$ cat config.mk
export PLATFORM = sky130hd
export DESIGN_NAME = board_ram_arb
export DESIGN_NICKNAME = d
export VERILOG_FILES = /design/src/rtl/board_ram_arb_pkg.sv /design/src/rtl/board_ram_arb_pick.sv /design/src/rtl/board_ram_arb.sv
export SDC_FILE = /design/constraint.sdc
export NUM_CORES = 1
export LEC_CHECK = 0
export CORE_MARGIN = 2
export CORE_UTILIZATION = 32
export CTS_BUF_LIST = sky130_fd_sc_hd__clkbuf_8
export DETAILED_ROUTE_END_ITERATION = 12
export GPL_ROUTABILITY_DRIVEN = 1
export PLACE_DENSITY = 0.82
export SYNTH_ARGS = -nofsm -noshare
export SYNTH_HDL_FRONTEND = slang
export SYNTH_SLANG_ARGS = --single-unit
$ cat constraint.sdc
create_clock -name clk -period 2.7 [get_ports clk]
set_input_delay 0.54 -clock clk [delete_from_list [all_inputs] [get_ports clk]]
set_output_delay 0.54 -clock clk [all_outputs]
set_load 0.005 [all_outputs]
$ cat src/rtl/board_ram_arb_pkg.sv
// Shared constants and types for the board RAM arbiter: requester indices,
// controller state encoding and default geometry of the 10x20 board store.
package board_ram_arb_pkg;

  localparam int NUM_REQ   = 3;
  localparam int REQ_PIECE = 0;
  localparam int REQ_CLEAR = 1;
  localparam int REQ_READ  = 2;

  localparam int DEF_AW    = 8;
  localparam int DEF_DW    = 6;
  localparam int DEF_DEPTH = 200;

  typedef enum logic {
    IDLE  = 1'b0,
    OWNED = 1'b1
  } arb_state_e;

  function automatic logic [1:0] onehot_to_idx(input logic [2:0] oh);
    logic [1:0] idx;
    idx = 2'd0;
    if (oh[1]) idx = 2'd1;
    if (oh[2]) idx = 2'd2;
    return idx;
  endfunction

  function automatic logic [1:0] next_idx(input logic [1:0] idx);
    return (idx == 2'd2) ? 2'd0 : idx + 2'd1;
  endfunction

endpackage

$ cat src/rtl/board_ram_arb_pick.sv
// Requester selector: grants the first active request found when searching
// upward from ptr (wrapping 2 -> 0); ptr = 0 gives fixed priority 0 > 1 > 2.
module arb_pick
  import board_ram_arb_pkg::*;
(
  input  logic [2:0] req,
  input  logic [1:0] ptr,
  output logic [2:0] gnt
);

  always_comb begin
    logic [2:0] pos;
    gnt = '0;
    for (int i = 0; i < NUM_REQ; i++) begin
      pos = {1'b0, ptr} + 3'(i);
      if (pos >= 3'd3) pos = pos - 3'd3;
      if (req[pos[1:0]] && (gnt == 3'b000)) gnt[pos[1:0]] = 1'b1;
    end
  end

endmodule

$ cat src/rtl/board_ram_arb.sv
// Three-way arbiter in front of a single-port board RAM with ownership lock.
// Define BOARD_ARB_RR_EN for round-robin arbitration when no owner holds the RAM.
module board_ram_arb
  import board_ram_arb_pkg::*;
#(
  parameter int AW    = DEF_AW,
  parameter int DW    = DEF_DW,
  parameter int DEPTH = DEF_DEPTH
) (
  input  logic          clk,
  input  logic          resetn,
  input  logic [2:0]    req,
  input  logic [2:0]    we,
  input  logic [2:0]    lock,
  input  logic [AW-1:0] addr0,
  input  logic [AW-1:0] addr1,
  input  logic [AW-1:0] addr2,
  input  logic [DW-1:0] wdata0,
  input  logic [DW-1:0] wdata1,
  input  logic [DW-1:0] wdata2,
  output logic [2:0]    gnt,
  output logic [2:0]    rvalid,
  output logic [DW-1:0] rdata,
  output logic          err,
  output logic [AW-1:0] ram_addr,
  output logic          ram_wren,
  output logic [DW-1:0] ram_data,
  input  logic [DW-1:0] ram_q
);

  arb_state_e    state_q, state_d;
  logic [1:0]    owner_q, owner_d;
  logic [1:0]    ptr;
  logic [2:0]    pick_gnt;
  logic          use_owner;
  logic          granted;
  logic [1:0]    gidx;
  logic [AW-1:0] gaddr;
  logic [DW-1:0] gwdata;
  logic          gwe;
  logic          in_range;
  logic [2:0]    rd_pend_q;
  logic          rd_oor_q;
  logic [DW-1:0] rdata_q;
  logic [DW-1:0] rd_word;

`ifdef BOARD_ARB_RR_EN
  logic [1:0] rr_ptr_q;

  always_ff @(posedge clk or negedge resetn) begin
    if (!resetn)      rr_ptr_q <= 2'd0;
    else if (granted) rr_ptr_q <= next_idx(gidx);
  end

  assign ptr = rr_ptr_q;
`else
  assign ptr = 2'd0;
`endif

  arb_pick u_pick (
    .req (req),
    .ptr (ptr),
    .gnt (pick_gnt)
  );

  // An owner that drops lock is arbitrated like everyone else that same cycle.
  always_comb begin
    // NOTE: every signal written here gets a default first so no latch is inferred.
    state_d   = state_q;
    owner_d   = owner_q;
    gnt       = '0;
    use_owner = (state_q == OWNED) && lock[owner_q];
    if (use_owner) begin
      gnt[owner_q] = req[owner_q];
    end else begin
      gnt = pick_gnt;
      if ((pick_gnt & lock) != 3'b000) begin
        state_d = OWNED;
        owner_d = onehot_to_idx(pick_gnt);
      end else begin
        state_d = IDLE;
      end
    end
    // NOTE: gnt is combinational from req, so it is masked explicitly during reset.
    if (!resetn) gnt = '0;
  end

  always_comb begin
    granted = (gnt != 3'b000);
    gidx    = onehot_to_idx(gnt);
    gaddr   = '0;
    gwdata  = '0;
    gwe     = 1'b0;
    if (granted) begin
      case (gidx)
        2'd0:    begin gaddr = addr0; gwdata = wdata0; gwe = we[0]; end
        2'd1:    begin gaddr = addr1; gwdata = wdata1; gwe = we[1]; end
        default: begin gaddr = addr2; gwdata = wdata2; gwe = we[2]; end
      endcase
    end
    in_range = (32'(gaddr) < DEPTH);
  end

  assign ram_addr = gaddr;
  assign ram_data = gwdata;
  assign ram_wren = granted && gwe && in_range;
  assign err      = granted && !in_range;

  // NOTE: state is updated with <= so every flop samples the same pre-edge values.
  always_ff @(posedge clk or negedge resetn) begin
    if (!resetn) begin
      state_q   <= IDLE;
      owner_q   <= 2'd0;
      rd_pend_q <= '0;
      rd_oor_q  <= 1'b0;
      rdata_q   <= '0;
    end else begin
      state_q   <= state_d;
      owner_q   <= owner_d;
      rd_pend_q <= gnt & ~we;
      rd_oor_q  <= granted && !gwe && !in_range;
      if (rd_pend_q != 3'b000) rdata_q <= rd_word;
    end
  end

  // Out-of-range reads return zero instead of whatever the RAM presents.
  assign rd_word = rd_oor_q ? '0 : ram_q;
  assign rvalid  = rd_pend_q;
  assign rdata   = (rd_pend_q != 3'b000) ? rd_word : rdata_q;

endmodule

==> results.py <==
metrics = {
    "pwr": {
        "ir_worst_vdd_mv": 0.179,
        "switching_share_pct": 29.7,
        "leakage_uw": 0.00108,
        "p_int_uw": 635,
        "powerDensity_nw_per_um2": 415,
        "clkPwrFrac_pct": 18.2,
        "p_sw_uw": 268,
        "combinationalPowerShare_pct": 53.0,
        "p_seq_share_pct": 28.7,
    },
    "routing": {
        "drc": 0,
        "routedWlPerCell_um": 14.4,
        "vias_per_cell": 5.19,
        "antenna_left": 0,
        "wirelength_mm": 3.83,
        "drtIter0Drc": 82,
        "first_pass_iters": 4,
        "vias": 1380,
    },
    "cells_and_area": {
        "fillers": 223,
        "antennaDiodeCount": 0,
        "fin_cells": 266,
        "nets": 293,
        "design_area_um2": 2180,
        "drive_above_1_share_pct": 23.2,
        "syn_to_final_growth_pct": 121,
    },
    "yosys": {
        "synth.avg_cell_area_um2": 8.26,
        "synth.cells.most_frequent": "16 x inv_1, 13 x dfrtp_1, 12 x nand2_1",
        "synthDominantCellAreaShare_pct": 33.1,
        "yosys.cell_types.count": 34,
        "dominantRegCellSynth": "dfrtp_1",
        "syn_area_um2": 983,
        "synth_fp_nets": 178,
        "synth_top_area_cell": "dfrtp_1",
        "synth-edff-count": 0,
        "synth_cells": 119,
        "ys_async_sr_fraction_pct": 100,
        "synth_warnings": 0,
        "ys_ff_latch": 13,
        "ys_seq_area_share_pct": 33.1,
        "yosys-top-cells-area": "dfrtp_1 33%, a222oi_1 11%, inv_1 6.1%",
        "yosysMostFrequentCell": "inv_1",
    },
    "placement": {
        "place.gp.congestion": 0.769,
        "port_buffers": 86,
        "place_area_um2": 2040,
        "dp_hpwl_mm": 2.98,
        "placed_cells_incl_taps": 257,
    },
    "floorplan": {
        "fp.dieH_um": 59.4,
        "die_area_um2": 3530,
        "top_level_ports": 87,
        "rows": 20,
        "start_util_pct": 33.0,
        "core-area_um2": 2980,
        "die_x_um": 59.4,
    },
    "setup_path": {
        "end_kind": "output pin",
        "cp_data_required_time_ps": 2160,
        "worst-setup-path-type": "reg2out",
        "cp.arrival_ps": 2260,
        "startpoint_type": "flop",
        "cp_max_fo": 7,
    },
    "clock_network": {
        "clkLatencyLatePin_ps": 240,
        "cts.sinks": 13,
        "cts_tree": "done",
        "ctsHoldBuffers": 0,
        "clk_pin_slew_ps": 50,
        "h-tree-depth": 1,
        "clockRootBuffer": "clkbuf_8",
        "numCtsBuffers": 3,
        "cts_max_path_buffers": 2,
    },
    "global_routing": {
        "grt_overflow": 0,
        "grt_pass1_vias": 1459,
        "grt_max_degree": 14,
        "antenna_found_initial": 0,
        "grt_pass1_wl_mm": 6.15,
        "track_usage_pct": 22.6,
    },
    "outcome": {
        "violations": "setup timing",
        "outcome": "complete, but fails checks",
    },
    "timing": {
        "fin_crit_sh_pct": 104,
        "hold_viol": 0,
        "fin_ws_ps": -96.7,
        "fmax_mhz": 358,
        "finalCriticalPeriod_ps": 2800,
        "holdWs_ps": 365,
        "rsz0062_at_grt": "true",
        "worst_pin_slew_ps": 296,
        "drv_slew": 0,
        "setup_viol": 6,
        "skew_ps": 4.02,
        "max_slew_margin_pct": 80.1,
    },
    "min_path": {
        "min_path_type": "in2async",
    },
    "job": {
        "maxCapViolCount": 0,
    },
}
-- sequential cells by signal, summed over array words and instances, names as in the netlist --
name,flops
state_q,1
rvalid,3
rdata_q,6
rd_oor_q,1
owner_q,2
-- through the flow --
step                      utilization [%]  worst slack, ps  TNS, ps  total power, µW
after global placement               68.6             -701    -8220              704
after detailed placement             68.6             -747    -8860              717
after floorplan                         -              278        0              412
final                                73.1            -96.7     -241              903
after CTS                            72.3            -77.8     -109              896
after global routing                 73.1             -186    -1550              965
-- layout make-up --
class | count | area, µm² | area share [%]
flip-flops and latches | 13 | 327 | 15.0
clock inverters | 1 | 3.75 | 0.173
inverters | 18 | 67.6 | 3.11
multi-input cells | 84 | 648 | 29.8
well taps | 33 | 41.3 | 1.90
clock buffers | 3 | 41.3 | 1.90
repair buffers | 114 | 1050 | 48.1
-- worst max-delay path, stage by stage (launching register included) --
cell	delay, ps
dfrtp_2	460
mux2i_4	220
o211a_1	280
nor2_4	140
inv_2	60
buf_6	110
a221oi_4	310
o211ai_2	150
and3_1	160
buf_2	120
-- power groups by stage --
stage / sequential, µW / combinational (µW) / clock [µW]
floorplan: 260 / 152 / 0
finish: 259 / 479 / 165
CTS: 260 / 466 / 171
global placement: 261 / 443 / 0
detailed placement: 264 / 453 / 0
global route: 265 / 522 / 177
-- routing by layer --
layer	part of all wire [%]	up-vias	wire length, µm	GRT usage (%)
li1	-	672	-	-
met4	3.0	0	114	10.7
met5	0	-	0	0
met2	48	83	1860	39.9
met1	37	613	1430	24.4
met3	11	12	434	6.77
-- path summary, 6_finish.rpt --
path | slack, ps | depth (start not counted) | end | from
max | -100 | 9 | ram_wren | owner_q[1]
min | 370 | 2 | state_q | resetn
max reg2reg | 650 | 9 | rd_oor_q | owner_q[1]
min reg2reg | 500 | 2 | rdata_q[2] | rdata_q[2]
max in group asynchronous | 2010 | 3 | rd_oor_q | resetn
min in group clk | 500 | 2 | rdata_q[2] | rdata_q[2]
-- repair_timing --
action | in CTS | in global routing
resized for setup | 57 | 4
gates cloned | 0 | 0
buffers inserted | 5 | 3
pin swaps | 19 | 10
endpoints found under the setup margin | 19 | 16
-- cell usage in the layout, fill, tap and decap left out, drive strengths merged --
master	netlist	layout
nand4	1	1
clkbuf	4	3
and4b	1	1
inv	18	19
o221a	1	1
nor3	5	5
nand3b	1	1
nand2	12	12
buf	0	33
or2b	1	1
nand2b	7	7
o21ai	10	10
nor3b	1	1
clkdlybuf4s50	0	63
mux2	1	1
mux2i	2	2
clkdlybuf4s15	0	4
a311o	1	1
o221ai	1	1
nor2	9	9
o211ai	1	1
and2	5	5
and3b	1	1
a221o	2	2
o211a	1	1
a222oi	11	11
nor4bb	1	1
a21boi	1	1
a221oi	1	1
a21oi	1	1
and3	1	1
nand4b	2	2
nand3	1	1
dlygate4sd2	0	14
dfrtp	13	13
o22ai	1	1
-- kinds of logic after synthesis --
logic type             count (synthesis)  synth area share (%)
AOI/OAI and AO/OA                     32                  27.1
buffers and inverters                 22                  8.40
DFF                                   13                  33.1
muxes                                  3                  3.18
and+or+nand+nor                       49                  28.2
Power figures use the tool's default switching activity.
